<file path="config.mk">
export PLATFORM = sky130hd
export DESIGN_NAME = mem_bus_arbiter
export DESIGN_NICKNAME = d
export VERILOG_FILES = /design/src/rtl/mem_bus_arbiter.sv
export SDC_FILE = /design/constraint.sdc
export NUM_CORES = 1
export LEC_CHECK = 0
export ABC_CLOCK_PERIOD_IN_PS = 4600
export CAP_MARGIN = 20
export CORE_ASPECT_RATIO = 1.1
export CORE_MARGIN = 2
export CORE_UTILIZATION = 37
export DETAILED_ROUTE_END_ITERATION = 7
export PLACE_DENSITY = 0.8
export REMOVE_ABC_BUFFERS = 1
export SETUP_SLACK_MARGIN = 0.02
export SLEW_MARGIN = 0
export SYNTH_ARGS = -nofsm -noshare
export SYNTH_HDL_FRONTEND = slang
export SYNTH_SLANG_ARGS = --single-unit
</file>
<file path="constraint.sdc">
create_clock -name clk -period 4.6 [get_ports clk]
set_input_delay 0.92 -clock clk [delete_from_list [all_inputs] [get_ports clk]]
set_output_delay 0.92 -clock clk [all_outputs]
set_load 0.005 [all_outputs]
</file>
<file path="src/rtl/mem_bus_arbiter.sv">
// Fetch/data arbiter and fixed-latency sequencer for the shared SOPC RAM.
// Define MEM_ARB_RR_EN for round-robin tie-break; default is data-port priority.
module mem_bus_arbiter #(
    parameter int ADDR_W      = 32,
    parameter int DATA_W      = 32,
    parameter int WAIT_CYCLES = 2
) (
    input  logic                clk,
    input  logic                rst,
    input  logic                if_req,
    input  logic [ADDR_W-1:0]   if_addr,
    output logic [DATA_W-1:0]   if_rdata,
    output logic                if_ack,
    input  logic                mem_req,
    input  logic                mem_we,
    input  logic [ADDR_W-1:0]   mem_addr,
    input  logic [DATA_W-1:0]   mem_wdata,
    input  logic [DATA_W/8-1:0] mem_sel,
    output logic [DATA_W-1:0]   mem_rdata,
    output logic                mem_ack,
    output logic                ram_ce,
    output logic                ram_we,
    output logic [ADDR_W-1:0]   ram_addr,
    output logic [DATA_W-1:0]   ram_wdata,
    output logic [DATA_W/8-1:0] ram_sel,
    input  logic [DATA_W-1:0]   ram_rdata,
    output logic                stall_req
);

    localparam logic [3:0] CNT_INIT = 4'(WAIT_CYCLES - 1);

    typedef enum logic [1:0] {
        IDLE,
        ACCESS,
        RESP
    } state_t;

    state_t     state;
    logic [3:0] cnt;
    logic       gnt_mem;
    logic       pick_mem;

`ifdef MEM_ARB_RR_EN
    logic last_mem;

    always_comb begin
        pick_mem = mem_req;
        if (if_req && mem_req) begin
            pick_mem = ~last_mem;
        end
    end
`else
    always_comb begin
        pick_mem = mem_req;
    end
`endif

    always_ff @(posedge clk or posedge rst) begin
        if (rst) begin
            state     <= IDLE;
            cnt       <= '0;
            gnt_mem   <= 1'b0;
            ram_ce    <= 1'b0;
            ram_we    <= 1'b0;
            ram_addr  <= '0;
            ram_wdata <= '0;
            ram_sel   <= '0;
            if_ack    <= 1'b0;
            mem_ack   <= 1'b0;
            if_rdata  <= '0;
            mem_rdata <= '0;
`ifdef MEM_ARB_RR_EN
            last_mem  <= 1'b1;
`endif
        end else begin
            unique case (state)
                IDLE: begin
                    if (if_req || mem_req) begin
                        gnt_mem <= pick_mem;
                        ram_ce  <= 1'b1;
                        cnt     <= CNT_INIT;
                        state   <= ACCESS;
`ifdef MEM_ARB_RR_EN
                        last_mem <= pick_mem;
`endif
                        if (pick_mem) begin
                            ram_we    <= mem_we;
                            ram_addr  <= mem_addr;
                            ram_wdata <= mem_wdata;
                            ram_sel   <= mem_sel;
                        end else begin
                            ram_we    <= 1'b0;
                            ram_addr  <= if_addr;
                            ram_wdata <= '0;
                            ram_sel   <= '1;
                        end
                    end
                end
                ACCESS: begin
                    if (cnt == 4'd0) begin
                        ram_ce <= 1'b0;
                        state  <= RESP;
                        if (gnt_mem) begin
                            mem_ack <= 1'b1;
                            if (!ram_we) begin
                                mem_rdata <= ram_rdata;
                            end
                        end else begin
                            if_ack   <= 1'b1;
                            if_rdata <= ram_rdata;
                        end
                    end else begin
                        cnt <= cnt - 4'd1;
                    end
                end
                RESP: begin
                    if_ack  <= 1'b0;
                    mem_ack <= 1'b0;
                    state   <= IDLE;
                end
                default: state <= IDLE;
            endcase
        end
    end

    assign stall_req = (if_req & ~if_ack) | (mem_req & ~mem_ack);

endmodule

</file>
==> results of run 1 <==
## cell usage after synthesis
master	count
sky130_fd_sc_hd__dfrtp_1	143
sky130_fd_sc_hd__buf_2	6
sky130_fd_sc_hd__o311ai_0	1
sky130_fd_sc_hd__a22o_1	1
sky130_fd_sc_hd__o21ai_0	44
sky130_fd_sc_hd__nand4_1	2
sky130_fd_sc_hd__nand3b_1	1
sky130_fd_sc_hd__nand2_1	110
sky130_fd_sc_hd__or3_1	1
sky130_fd_sc_hd__nand3_1	36
sky130_fd_sc_hd__a21oi_1	4
sky130_fd_sc_hd__clkbuf_1	20
sky130_fd_sc_hd__nor4_1	1
sky130_fd_sc_hd__mux2_1	1
sky130_fd_sc_hd__buf_1	2
sky130_fd_sc_hd__or4_1	1
sky130_fd_sc_hd__mux2_2	64
sky130_fd_sc_hd__nor2_1	1
sky130_fd_sc_hd__o311a_1	1
sky130_fd_sc_hd__nor3_4	1
sky130_fd_sc_hd__a31oi_1	1
sky130_fd_sc_hd__mux2i_1	34
sky130_fd_sc_hd__nor4b_1	1
sky130_fd_sc_hd__nor3b_1	2
sky130_fd_sc_hd__and4bb_2	1
sky130_fd_sc_hd__buf_6	3
sky130_fd_sc_hd__o21a_1	1
sky130_fd_sc_hd__or3b_2	1
sky130_fd_sc_hd__ha_1	6
sky130_fd_sc_hd__or3b_1	1
sky130_fd_sc_hd__o22ai_1	1
sky130_fd_sc_hd__inv_1	9
sky130_fd_sc_hd__o211ai_1	1
## layer usage
layer  vias to the layer above  global-route usage
met1                      2180               0.226
li1                       2256                   -
met3                        26              0.0692
met4                         0              0.0687
met2                       204               0.305
met5                         -                   0
## through the flow
step	setup slack (ns)	instances
finish	1.45	983
detailed placement	1.46	951
global route	1.42	983
global placement	1.48	951
floorplan	-1.91	472
CTS	1.46	983
## final timing paths
path | startpoint | to | slack, ns | depth (start not counted)
max | if_req | stall_req | 1.45 | 3
min | ram_wdata[6] | ram_wdata[6] | 0.46 | 2
max reg2reg | cnt[0] | mem_rdata[17] | 2.23 | 6
min reg2reg | ram_wdata[6] | ram_wdata[6] | 0.46 | 2
max in group asynchronous | rst | mem_rdata[24] | 2.78 | 3
min in group asynchronous | rst | mem_rdata[0] | 0.94 | 2
## area by class of cell
class                      instances  area, um^2
timing repair buffer             279        2790
tap                              200         250
multi-input combinational        320        2160
inverter                           9        38.8
clock inverter                    13         160
sequential                       143        3580
clock buffer                      19         443
fill                            1283        6250
## worst max-delay path, cell delays in order
cell                              delay [ns]
sky130_fd_sc_hd__clkdlybuf4s50_1        0.61
sky130_fd_sc_hd__a22o_1                 0.20
sky130_fd_sc_hd__clkdlybuf4s50_1        0.50
## cells by family (layout without fill, tap and decap cells)
family / count (synthesis) / after routing / synth area share
fa+ha+maj: 6 / 6 / 0.0127
flops: 143 / 143 / 0.606
simple gates: 160 / 160 / 0.120
compound gates: 55 / 55 / 0.0500
buf+inv: 40 / 320 / 0.0305
mux: 99 / 99 / 0.181
## flip-flops by register name (all words and copies together) (netlist names), 2 cells and up
register,count
if_rdata,32
mem_rdata,32
ram_addr,32
ram_wdata,32
cnt,4
ram_sel,4
state,2
## power groups by stage
stage | clock network (mW) | logic, mW | registers [mW]
after floorplan | 0 | 0.922 | 2.21
after global placement | 0 | 2.44 | 2.16
after detailed placement | 0 | 2.48 | 2.19
after CTS | 1.43 | 2.49 | 2.17
after global routing | 1.49 | 2.66 | 2.26
final | 1.39 | 2.44 | 2.17
==> out/qor.json, run 1 <==
{
  "wl_per_cell_um": 15.6,
  "max-vdd-ir-drop_mv": 0.284,
  "fin_hold_ws_ns": 0.461,
  "final_core_utilization": 0.601,
  "grt-ovfl-total": 0,
  "synth_area_leader": "sky130_fd_sc_hd__dfrtp_1",
  "synth.yosys.seq_area_share": 0.606,
  "commonest_non_fill_non_tap_cell_in_the_layout": "sky130_fd_sc_hd__clkdlybuf4s50_1",
  "comb_power_share": 0.407,
  "synth_cells": 503,
  "wirelength_mm": 15.3,
  "clk_pin_slew_worst_paths_ns": 0.05,
  "dieWidth_um": 124,
  "synth.top_cell.area_share": 0.606,
  "postCtsSetupBuffers": 0,
  "routed_via_density": 4.75,
  "switching_part_of_the_total_power": 0.298,
  "startpoint_type": "input port",
  "drive_above_1_share": 0.138,
  "via_count": 4666,
  "floorplan.die_area_um2": 17000,
  "dpl-instance-area_um2": 8820,
  "period_share": 0.684,
  "wirelength_met1_mm": 6.42,
  "netlist-cell-type-count": 33,
  "global_route_wire_length_before_repair_mm": 25.1,
  "clock_tree.root_cell": "sky130_fd_sc_hd__clkbuf_16",
  "p_leak_nw": 4.23,
  "post_cts.resized_instances": 0,
  "wl_met3_mm": 1.25,
  "worst_clock_skew_ns": 0.0110,
  "tritoncts_clock_tree": "yes",
  "final_count_of_pins_violating_max_slew": 0,
  "power.density_nw_per_um2": 637,
  "syn2layout_area_growth_pct": 59.5,
  "detail_route.drc_violations": 0,
  "diodes": 0,
  "fin_total_pwr_mw": 6.00,
  "ys.warnings.count": 0,
  "crit_required_ns": 3.68,
  "detailroute.wirelength.met2_mm": 7.39,
  "path_class": "in2out",
  "final_area_um2": 9420,
  "finalNetCount": 913,
  "max-slew-margin-rel": 0.374,
  "setup_total_negative_slack_ns": 0,
  "worstMarginPinSlew_ns": 0.939,
  "core_area_um2": 15700,
  "fmax_mhz": 318,
  "vias_in_the_first_global_route": 4758,
  "period_minus_ws_final_ns": 3.15,
  "die_height_um": 137,
  "arrival_time_worst_endpoint_ns": 2.23,
  "clk-insertion-delay-late_ns": 0.41,
  "remaining_antenna_violation_count": 0,
  "netlist_top_cells_area": "sky130_fd_sc_hd__dfrtp_1 (61%), sky130_fd_sc_hd__mux2_2 (12%), sky130_fd_sc_hd__nand2_1 (7.0%)",
  "drt_pre_antenna_iters": 4,
  "synth_seq_cells": 143,
  "end_kind": "output port",
  "overall_fraction_of_global_route_tracks_in_use": 0.186,
  "antenna_violations_before_repair": 0,
  "worstPathMaxFanout": 6,
  "numClockSinks": 143,
  "internal_power_mw": 4.21,
  "post_cts_hold_buffer_count": 0,
  "setup_viol": 0,
  "switchingPower_mw": 1.79,
  "htree_num_levels": 4,
  "clockPowerShare": 0.232,
  "run_status": "finished clean",
  "start_util": 0.377,
  "hold_class": "reg2reg",
  "timing.final.hold_violations": 0,
  "top_layer_used": "met4",
  "post-dp-hpwl_mm": 10.9,
  "fp-row-count": 48,
  "post_synth_instance_area_um2": 5910,
  "power_frac_seq": 0.361,
  "count_of_max_cap_constraint_violations": 0,
  "grt_setup_unrepaired": "no",
  "final_cell_mix": "sky130_fd_sc_hd__clkdlybuf4s50_1 (272), sky130_fd_sc_hd__dfrtp_1 (143), sky130_fd_sc_hd__nand2_1 (110), sky130_fd_sc_hd__mux2_2 (64), sky130_fd_sc_hd__o21ai_0 (43)",
  "clockBufferDepth": 2,
  "synth_area_per_cell_um2": 11.7,
  "portBuffers": 273,
  "drt_iter0_drc": 150,
  "num_io_pins": 274,
  "grt_max_degree": 104,
  "tritoncts.num_buffers": 17,
  "place.gp.congestion": 0.772
}
(Power assumes the default switching activity.)
==> run 2, diff against run 1 <==
--- a/config.mk
+++ b/config.mk
@@ -5,13 +5,13 @@
 export SDC_FILE = /design/constraint.sdc
 export NUM_CORES = 1
 export LEC_CHECK = 0
-export ABC_CLOCK_PERIOD_IN_PS = 4600
+export ABC_CLOCK_PERIOD_IN_PS = 3000
 export CAP_MARGIN = 20
 export CORE_ASPECT_RATIO = 1.1
 export CORE_MARGIN = 2
-export CORE_UTILIZATION = 37
+export CORE_UTILIZATION = 40
 export DETAILED_ROUTE_END_ITERATION = 7
-export PLACE_DENSITY = 0.8
+export PLACE_DENSITY = 0.82
 export REMOVE_ABC_BUFFERS = 1
 export SETUP_SLACK_MARGIN = 0.02
 export SLEW_MARGIN = 0
==> constraint.sdc (replaced) <==
create_clock -name clk -period 3 [get_ports clk]
set_input_delay 0.6 -clock clk [delete_from_list [all_inputs] [get_ports clk]]
set_output_delay 0.6 -clock clk [all_outputs]
set_load 0.005 [all_outputs]
==> run 2 against run 1 <==
  * Global-route usage up 3.1 points
  * Flip-flop and latch count unchanged
  * Hold slack better by 0.0023 ns
  * Combinational power rose by 57%
  * Total power rose by 52%
  * Die area down 7.3%
  * Sequential share of layout area is 0.091 points higher
  * First-iteration DRC count rose by 28%
  * Critical path type unchanged
  * Largest cell class unchanged
==> out/qor.json, run 2 (synthesis results as in run 1) <==
{
  "portBuffers": 273,
  "drt_pre_antenna_iters": 4,
  "crit_required_ns": 2.40,
  "period_minus_ws_final_ns": 2.51,
  "worst_clock_skew_ns": 0.00692,
  "post_cts_hold_buffer_count": 0,
  "start_util": 0.409,
  "fmax_mhz": 399,
  "grt_max_degree": 104,
  "endpoint": "stall_req",
  "wl_per_cell_um": 16.9,
  "overall_fraction_of_global_route_tracks_in_use": 0.217,
  "max-slew-margin-rel": 0.458,
  "r2r.worst_path.cells": 6,
  "cp_slowest_stage_delay_ns": 0.62,
  "arrival_time_worst_endpoint_ns": 1.91,
  "clock_tree.root_cell": "sky130_fd_sc_hd__clkbuf_16",
  "power.density_nw_per_um2": 972,
  "final_cell_mix": "sky130_fd_sc_hd__clkdlybuf4s50_1 (272), sky130_fd_sc_hd__dfrtp_1 (143), sky130_fd_sc_hd__nand2_1 (110), sky130_fd_sc_hd__mux2_2 (64), sky130_fd_sc_hd__o21ai_0 (43)",
  "worstMarginPinSlew_ns": 0.813,
  "period_share": 0.836,
  "clockBufferDepth": 2,
  "detail_route.drc_violations": 0,
  "postCtsSetupBuffers": 0,
  "count_of_max_cap_constraint_violations": 0,
  "dieWidth_um": 120,
  "antenna_violations_before_repair": 2,
  "core_area_um2": 14400,
  "grt-ovfl-total": 0,
  "p_leak_nw": 4.21,
  "numClockSinks": 143,
  "startpoint_type": "input port",
  "floorplan.die_area_um2": 15800,
  "commonest_non_fill_non_tap_cell_in_the_layout": "sky130_fd_sc_hd__clkdlybuf4s50_1",
  "vias_in_the_first_global_route": 5067,
  "setup_total_negative_slack_ns": 0,
  "final_area_um2": 9400,
  "fp-row-count": 46,
  "wirelength_mm": 16.5,
  "post_layout_nonfiller_instances": 978,
  "post-dp-hpwl_mm": 12.2,
  "drive_above_1_share": 0.137,
  "die_height_um": 131,
  "routed_via_density": 5.02,
  "dp_cells": 946,
  "path_class": "in2out",
  "finalNetCount": 916,
  "diodes": 0,
  "clk-insertion-delay-late_ns": 0.41,
  "tritoncts.num_buffers": 17,
  "end_kind": "output port",
  "regToRegEndpoint": "mem_rdata[4]",
  "crit_path_top_delay_cell": "sky130_fd_sc_hd__clkdlybuf4s50_1",
  "num_io_pins": 274,
  "clk_pin_slew_worst_paths_ns": 0.06,
  "r2r_slack_ns": 0.63,
  "worstPathMaxFanout": 6,
  "filler_cell_count": 1100,
  "timing.critical_path.cells": "clkdlybuf4s50_1 > a22o_1 > clkdlybuf4s50_1",
  "grt_setup_unrepaired": "no",
  "tritoncts_clock_tree": "yes",
  "timing.final.hold_violations": 0,
  "post_cts.resized_instances": 0,
  "drt_iter0_drc": 192,
  "setup_viol": 0,
  "syn2layout_area_growth_pct": 59.1,
  "run_status": "finished clean",
  "max-vdd-ir-drop_mv": 0.460,
  "htree_num_levels": 4,
  "worstReg2RegStart": "cnt[0]",
  "global_route_wire_length_before_repair_mm": 26.7,
  "dpl-instance-area_um2": 8840,
  "cp-startpoint": "if_req",
  "via_count": 4909,
  "hold_class": "reg2reg",
  "remaining_antenna_violation_count": 0,
  "place.gp.congestion": 0.815,
  "path_common_cell": "sky130_fd_sc_hd__clkdlybuf4s50_1",
  "final_count_of_pins_violating_max_slew": 0
}
-- run 2: cell types whose count changed in the layout (fill, tap and decap cells not counted), moves of 2 or more --
cell / delta
sky130_fd_sc_hd__clkinvlp_4: +3
sky130_fd_sc_hd__buf_4: +2
sky130_fd_sc_hd__clkbuf_1: +2
sky130_fd_sc_hd__clkinv_2: -3
sky130_fd_sc_hd__bufinv_16: -2
-- run 2: how the worst min path moves through the flow --
stage / startpoint / to / slack [ns] / cells after the start
global route: ram_wdata[25] / ram_wdata[25] / 0.49 / 2
floorplan: ram_sel[0] / ram_sel[0] / 0.46 / 2
global placement: ram_wdata[25] / ram_wdata[25] / 0.45 / 2
finish: ram_sel[3] / ram_sel[3] / 0.46 / 2
CTS: ram_wdata[25] / ram_wdata[25] / 0.47 / 2
detailed placement: ram_wdata[25] / ram_wdata[25] / 0.46 / 2
-- run 2: power by group --
group | leakage (nW) | switching (mW) | internal, mW
Clock | 0.256 | 0.801 | 1.17
Combinational | 2.18 | 1.51 | 2.32
Sequential | 1.77 | 0.503 | 2.83
Total | 4.21 | 2.81 | 6.32
-- run 2: per-layer routing --
| layer | wire (um) | vias to the layer above | track usage |
|---|---|---|---|
| li1 | - | 2276 | - |
| met1 | 6310 | 2339 | 0.246 |
| met2 | 8060 | 252 | 0.363 |
| met3 | 1700 | 38 | 0.0872 |
| met4 | 452 | 4 | 0.0895 |
| met5 | 22 | - | 0 |
-- run 2: final cells by class --
type / instances / area, um^2 / share of cell area
flip-flops and latches: 143 / 3580 / 0.381
inverters: 9 / 38.8 / 0.00413
clock buffers: 21 / 450 / 0.0479
well taps: 192 / 240 / 0.0256
repair buffers: 282 / 2820 / 0.300
multi-input cells: 320 / 2160 / 0.230
clock inverters: 11 / 108 / 0.0114
-- run 2: worst max-delay path, delay by kind of cell --
family                 cells  cell delay [ns]
buffers and inverters      2             1.12
AO/OA/AOI/OAI              1             0.19
-- run 2: through the flow --
step	power, mW	worst slack [ns]	hold WS, ns	util
4_1_cts	9.24	0.490	0.467	0.651
2_1_floorplan	4.80	-3.19	0.463	-
3_3_place_gp	7.06	0.517	0.451	0.612
6_report	9.14	0.493	0.463	0.651
5_1_grt	9.75	0.437	0.486	0.651
3_5_place_dp	7.23	0.488	0.455	0.612
